**src/rtl/boot_uart_pkg.sv**
```systemverilog
// rtl/boot_uart_pkg.sv - shared types and constants for the boot UART receiver
//
// Purpose : receiver state encoding and the default bit period for the
//           current system clock / baud pairing.
// Ports   : none (package).

package boot_uart_pkg;

  // Receiver states; 3 bits holds all five with room to spare.
  typedef enum logic [2:0] {
    IDLE      = 3'd0,
    START     = 3'd1,
    DATA      = 3'd2,
    STOP      = 3'd3,
    WAIT_HIGH = 3'd4
  } state_e;

  // Bit period in system clocks for the current clk/baud combination.
  localparam logic [15:0] DefaultCpb = 16'd10417;

endpackage

```
**src/rtl/boot_uart_rx_sync.sv**
```systemverilog
// rtl/boot_uart_rx_sync.sv - plain flop-chain synchronizer for the serial line
//
// Purpose : brings the asynchronous rx line into the clk_i domain through
//           Stages flops. Kept as its own module so a library synchronizer
//           cell can replace it without touching the receiver.
// Ports   : clk_i  - system clock
//           rst_ni - asynchronous active-low reset (flops reset to 1, line idle)
//           d_i    - asynchronous input
//           q_o    - synchronized output
// Stages must be 2 or 3.

module boot_uart_rx_sync #(
  parameter int Stages = 2
) (
  input  logic clk_i,
  input  logic rst_ni,
  input  logic d_i,
  output logic q_o
);

  logic [Stages-1:0] sync_q;
  logic [Stages-1:0] sync_d;

  // Pure shift: each flop takes the previous one, first flop takes the pin.
  always_comb begin
    sync_d = {sync_q[Stages-2:0], d_i};
  end

  always_ff @(posedge clk_i or negedge rst_ni) begin
    if (!rst_ni) begin
      sync_q <= '1;
    end else begin
      sync_q <= sync_d;
    end
  end

  assign q_o = sync_q[Stages-1];

endmodule

```
**src/rtl/boot_uart_rx.sv**
```systemverilog
// rtl/boot_uart_rx.sv - 8N1 serial byte receiver for the boot-programming path
//
// Purpose : receives LSB-first 8N1 frames with a run-time bit period and hands
//           each good byte downstream with a one-cycle strobe. Rejects start
//           glitches shorter than half a bit, reports framing errors and a
//           held-low (break) line.
// Ports   : clk_i          - system clock
//           rst_ni         - asynchronous active-low reset
//           rx_i           - raw serial line, idle high, asynchronous
//           clks_per_bit_i - bit period in clk_i cycles (clamped to MinCpb)
//           rx_dv_o        - one-cycle strobe, rx_byte_o holds a new byte
//           rx_byte_o      - last good byte, held until the next rx_dv_o
//           frame_err_o    - one-cycle strobe, stop bit sampled low
//           break_o        - level, line still low after a framing error
//           busy_o         - receiver is not idle

module boot_uart_rx
  import boot_uart_pkg::*;
#(
  parameter int CntW       = 16,
  parameter int SyncStages = 2,
  parameter int MinCpb     = 4
) (
  input  logic            clk_i,
  input  logic            rst_ni,
  input  logic            rx_i,
  input  logic [CntW-1:0] clks_per_bit_i,
  output logic            rx_dv_o,
  output logic [7:0]      rx_byte_o,
  output logic            frame_err_o,
  output logic            break_o,
  output logic            busy_o
);

  localparam logic [CntW-1:0] MinCpbW = CntW'(MinCpb);
  localparam logic [CntW-1:0] CntOne  = CntW'(1);

  logic rx_s;

  boot_uart_rx_sync #(
    .Stages (SyncStages)
  ) u_sync (
    .clk_i  (clk_i),
    .rst_ni (rst_ni),
    .d_i    (rx_i),
    .q_o    (rx_s)
  );

  state_e          state_q, state_d;
  logic [CntW-1:0] cnt_q, cnt_d;
  logic [CntW-1:0] cpb_q, cpb_d;
  logic [2:0]      idx_q, idx_d;
  logic [7:0]      shift_q, shift_d;
  logic [7:0]      rx_byte_q, rx_byte_d;
  logic            rx_dv_q, rx_dv_d;
  logic            frame_err_q, frame_err_d;
  logic            break_q, break_d;
  logic            busy_q, busy_d;

  logic [CntW-1:0] cpb_clamped;
  logic [CntW-1:0] half;
  logic [CntW-1:0] last_cnt;

  // Very small programmed periods cannot place a mid-bit sample; clamp them.
  assign cpb_clamped = (clks_per_bit_i < MinCpbW) ? MinCpbW : clks_per_bit_i;

  // Start bit is re-checked at its centre; data/stop samples then fall one
  // full period apart, i.e. at each bit centre.
  assign half     = (cpb_q - CntOne) >> 1;
  assign last_cnt = cpb_q - CntOne;

  always_comb begin
    state_d     = state_q;
    cnt_d       = cnt_q;
    cpb_d       = cpb_q;
    idx_d       = idx_q;
    shift_d     = shift_q;
    rx_byte_d   = rx_byte_q;
    rx_dv_d     = 1'b0;
    frame_err_d = 1'b0;

    unique case (state_q)
      IDLE: begin
        cnt_d = '0;
        if (!rx_s) begin
          state_d = START;
          // Period is frozen for the whole frame from here on.
          cpb_d   = cpb_clamped;
        end
      end

      START: begin
        if (cnt_q == half) begin
          cnt_d = '0;
          if (!rx_s) begin
            state_d = DATA;
            idx_d   = 3'd0;
          end else begin
            // Line went back high before mid-bit: glitch, drop silently.
            state_d = IDLE;
          end
        end else begin
          cnt_d = cnt_q + CntOne;
        end
      end

      DATA: begin
        if (cnt_q == last_cnt) begin
          cnt_d          = '0;
          shift_d[idx_q] = rx_s;
          if (idx_q == 3'd7) begin
            state_d = STOP;
          end else begin
            idx_d = idx_q + 3'd1;
          end
        end else begin
          cnt_d = cnt_q + CntOne;
        end
      end

      STOP: begin
        if (cnt_q == last_cnt) begin
          cnt_d = '0;
          if (rx_s) begin
            rx_byte_d = shift_q;
            rx_dv_d   = 1'b1;
            // Back to IDLE at stop-bit centre so the next start edge,
            // half a bit away, is never missed.
            state_d   = IDLE;
          end else begin
            frame_err_d = 1'b1;
            state_d     = WAIT_HIGH;
          end
        end else begin
          cnt_d = cnt_q + CntOne;
        end
      end

      WAIT_HIGH: begin
        if (rx_s) begin
          state_d = IDLE;
        end
      end

      default: begin
        state_d = IDLE;
        cnt_d   = '0;
      end
    endcase

    // Level outputs are registered alongside the state they describe.
    busy_d  = (state_d != IDLE);
    break_d = (state_d == WAIT_HIGH);
  end

  always_ff @(posedge clk_i or negedge rst_ni) begin
    if (!rst_ni) begin
      state_q     <= IDLE;
      cnt_q       <= '0;
      cpb_q       <= CntW'(DefaultCpb);
      idx_q       <= 3'd0;
      shift_q     <= 8'h00;
      rx_byte_q   <= 8'h00;
      rx_dv_q     <= 1'b0;
      frame_err_q <= 1'b0;
      break_q     <= 1'b0;
      busy_q      <= 1'b0;
    end else begin
      state_q     <= state_d;
      cnt_q       <= cnt_d;
      cpb_q       <= cpb_d;
      idx_q       <= idx_d;
      shift_q     <= shift_d;
      rx_byte_q   <= rx_byte_d;
      rx_dv_q     <= rx_dv_d;
      frame_err_q <= frame_err_d;
      break_q     <= break_d;
      busy_q      <= busy_d;
    end
  end

  assign rx_dv_o     = rx_dv_q;
  assign rx_byte_o   = rx_byte_q;
  assign frame_err_o = frame_err_q;
  assign break_o     = break_q;
  assign busy_o      = busy_q;

endmodule

```
**config.mk**
```make
export PLATFORM = sky130hd
export DESIGN_NAME = boot_uart_rx
export DESIGN_NICKNAME = d
export VERILOG_FILES = /design/src/rtl/boot_uart_pkg.sv /design/src/rtl/boot_uart_rx_sync.sv /design/src/rtl/boot_uart_rx.sv
export SDC_FILE = /design/constraint.sdc
export NUM_CORES = 1
export LEC_CHECK = 0
export ABC_AREA = 1
export CORE_MARGIN = 2
export CORE_UTILIZATION = 28
export CTS_CLUSTER_DIAMETER = 200
export DETAILED_ROUTE_END_ITERATION = 7
export DONT_BUFFER_PORTS = 1
export PLACE_DENSITY = 0.44
export SETUP_SLACK_MARGIN = 0.15
export SKIP_CTS_REPAIR_TIMING = 1
export SLEW_MARGIN = 20
export SYNTH_ARGS = -nofsm -noshare
export SYNTH_HDL_FRONTEND = slang
export SYNTH_SLANG_ARGS = --single-unit
```
**constraint.sdc**
```tcl
create_clock -name clk_i -period 4.42 [get_ports clk_i]
set_clock_uncertainty 0.15 [all_clocks]
set_input_delay 0.663 -clock clk_i [delete_from_list [all_inputs] [get_ports clk_i]]
set_output_delay 0.663 -clock clk_i [all_outputs]
set_load 0.02 [all_outputs]
```
==> metrics.txt <==
Max Slew Vio Count 0; period utilization 64.3%; Final Cell Area 4630 um^2; placed instance area 4290 um^2; combinational share of power 35.8%; H-tree depth 3; Crit. End Element flop; CP Launch Type flop; CP Class flop to flop; clock latency at the later pin of the worst-skew pair 0.34 ns; Switch Pwr 0.982 mW; Initial Util 28.4%; Worst slew margin 61.9%; cells after synthesis 617; first-pass GRT wire length 19.5 mm; Finish-stage setup viols 0; top cells by area, synth dfrtp_1, nand2_1, nand3_1, inv_1, nor2_1; commonest non-fill, non-tap cell in the layout nand2_1; DRT Pass-1 Iters 5; CP required 4.48 ns; GRT Residual Overflow 0; Fin. Hold Viols 0; antenna-violating nets left 0; vias per inst 4.73; PwrDens 507 nW/um^2; Fin Hold WS 0.0360 ns; Highest Clock Rate 352 MHz; All-Layer GR Usage 15.8%; Avg Cell Area, Syn 6.64 um^2; io pins 31; Max VDD drop 0.166 mV; DR WL/cell 14.6 um; cell area after synthesis 4100 um^2; Max Fanout on Critical Path 11; Synth area leader dfrtp_1; CTS root buf clkbuf_16; worst-case clock buffer depth 2; Reg clk slew, reported paths 0.06 ns; measured slew at the worst slew-check pin 0.570 ns; Antenna Cells 0; MaxCap Viol Count 0; Setup TNS Final 0 ns; pin count of the biggest net entering global routing 61; post-synth net total 640; drt drc 0; total power 2.35 mW; most frequent cells in the layout nand2_1, inv_1, nand3_1; Distinct cells, synth 33; share of cells above drive strength 1 9.41%; clk sinks 60; TritonCTS clock tree built; Port Buffers 0; Rows 44; Hold Path Class input port to asynchronous set/reset pin; leakage power 2.30 nW; initial antenna violation count 0; initial drt markers 292; Nets 645; register area share after synthesis 36.9%; Seq pwr share 33.5%; top-area cell type share of the netlist area 31.8%; unrepaired setup endpoints after global routing false; DP HPWL 8.92 mm; Pint 1.36 mW; Ys Warns 0; final wirelength 11.8 mm; crit path time final 2.84 ns; Core Area 14400 um^2; Die Height 125 um; pre-CTS WS 1.59 ns; number of global-route vias before repair 3723; Vias 3837; clock power share 30.7%; Crit path arrival time 2.90 ns; Total Die Area 15600 um^2; Die X-Extent 125 um; P&R area growth vs syn 13.0%; #FFs+latches synth 60; outcome finished clean; setup ws final 1.58 ns; CTS buffer count 9; RD Place Congestion 0.887; sw frac 41.9%
sequential cells by signal, summed over array words and instances (netlist names):
name,cells
shift_q,8
idx_q,3
break_o,1
frame_err_o,1
cpb_q,16
u_sync.sync_q,2
rx_byte_o,8
cnt_q,16
rx_dv_o,1
state_q,3
busy_o,1
layer usage:
metal	global-route usage (%)	wire [um]
met3	3.12	479
met5	0	0
met2	24.7	5440
met4	4.58	182
met1	22.2	5700
cells by family (layout without fill, tap and decap cells):
family / Yosys count / count (layout) / synth area share [%]
adders and majority gates: 4 / 4 / 1.22
buffers and inverters: 89 / 99 / 8.46
AOI/OAI and AO/OA: 52 / 52 / 6.96
DFF: 60 / 60 / 36.9
xor gates and xnor gates: 12 / 12 / 2.56
and+or+nand+nor: 400 / 400 / 43.9
cell usage after synthesis, drive strengths merged:
| master | instances |
|---|---|
| a21oi | 6 |
| a22oi | 1 |
| a31oi | 1 |
| and2 | 2 |
| buf | 3 |
| clkbuf | 6 |
| clkinv | 1 |
| dfrtp | 52 |
| dfstp | 8 |
| ha | 4 |
| inv | 79 |
| nand2 | 217 |
| nand3 | 78 |
| nand3b | 1 |
| nand4 | 11 |
| nor2 | 80 |
| nor3 | 4 |
| nor4 | 7 |
| o21ai | 43 |
| o31ai | 1 |
| xor2 | 12 |
worst paths after layout:
path | slack [ns] | depth (start not counted) | from | to
worst max register to register | 1.58 | 15 | cpb_q[0]$_DFFE_PN1P_ | rx_byte_o[6]$_DFFE_PN0P_
worst max-delay path | 1.58 | 15 | cpb_q[0]$_DFFE_PN1P_ | rx_byte_o[6]$_DFFE_PN0P_
max in group asynchronous | 3.38 | 1 | rst_ni | u_sync.sync_q[1]$_DFF_PN1_
worst min register to register | 0.20 | 0 | u_sync.sync_q[0]$_DFF_PN1_ | u_sync.sync_q[1]$_DFF_PN1_
min in group clk_i | 0.18 | 0 | rx_i | u_sync.sync_q[0]$_DFF_PN1_
worst min-delay path | 0.04 | 1 | rst_ni | cpb_q[3]$_DFFE_PN0P_
cell type report:
class | instances | area [um^2]
Fill cell | 1599 | 9790
Multi-Input combinational cell | 468 | 2240
Sequential cell | 60 | 1510
Inverter | 80 | 300
Tap cell | 184 | 230
Clock buffer | 9 | 225
Clock inverter | 7 | 75.1
Timing Repair Buffer | 3 | 45.0
stage by stage:
stage               utilization, %  instances
detailed placement            29.8        793
finish                        32.1        811
CTS                           31.9        809
global placement              29.8        793
floorplan                        -        617
global route                  32.1        811
worst max-delay path: stages, from the launching register on:
cell     delay (ns)
dfstp_2        0.37
inv_1          0.12
ha_1           0.34
nand2_4        0.13
nor2_4         0.18
nand2_1        0.08
nand2_1        0.08
nand3_1        0.08
nand2_1        0.12
nand2_1        0.06
nor2_1         0.17
nand3_1        0.19
nor2_1         0.12
nand2_1        0.28
nand2_1        0.17
o21ai_2        0.06
power by group through the flow:
stage	clock network, mW	logic (mW)	registers, mW
after global placement	0	0.815	0.793
after global routing	0.772	0.970	0.803
final	0.721	0.839	0.786
after CTS	0.744	0.821	0.785
after detailed placement	0	0.817	0.794
after floorplan	0	0.655	0.748
No activity file was read; power rests on OpenSTA's default activity.
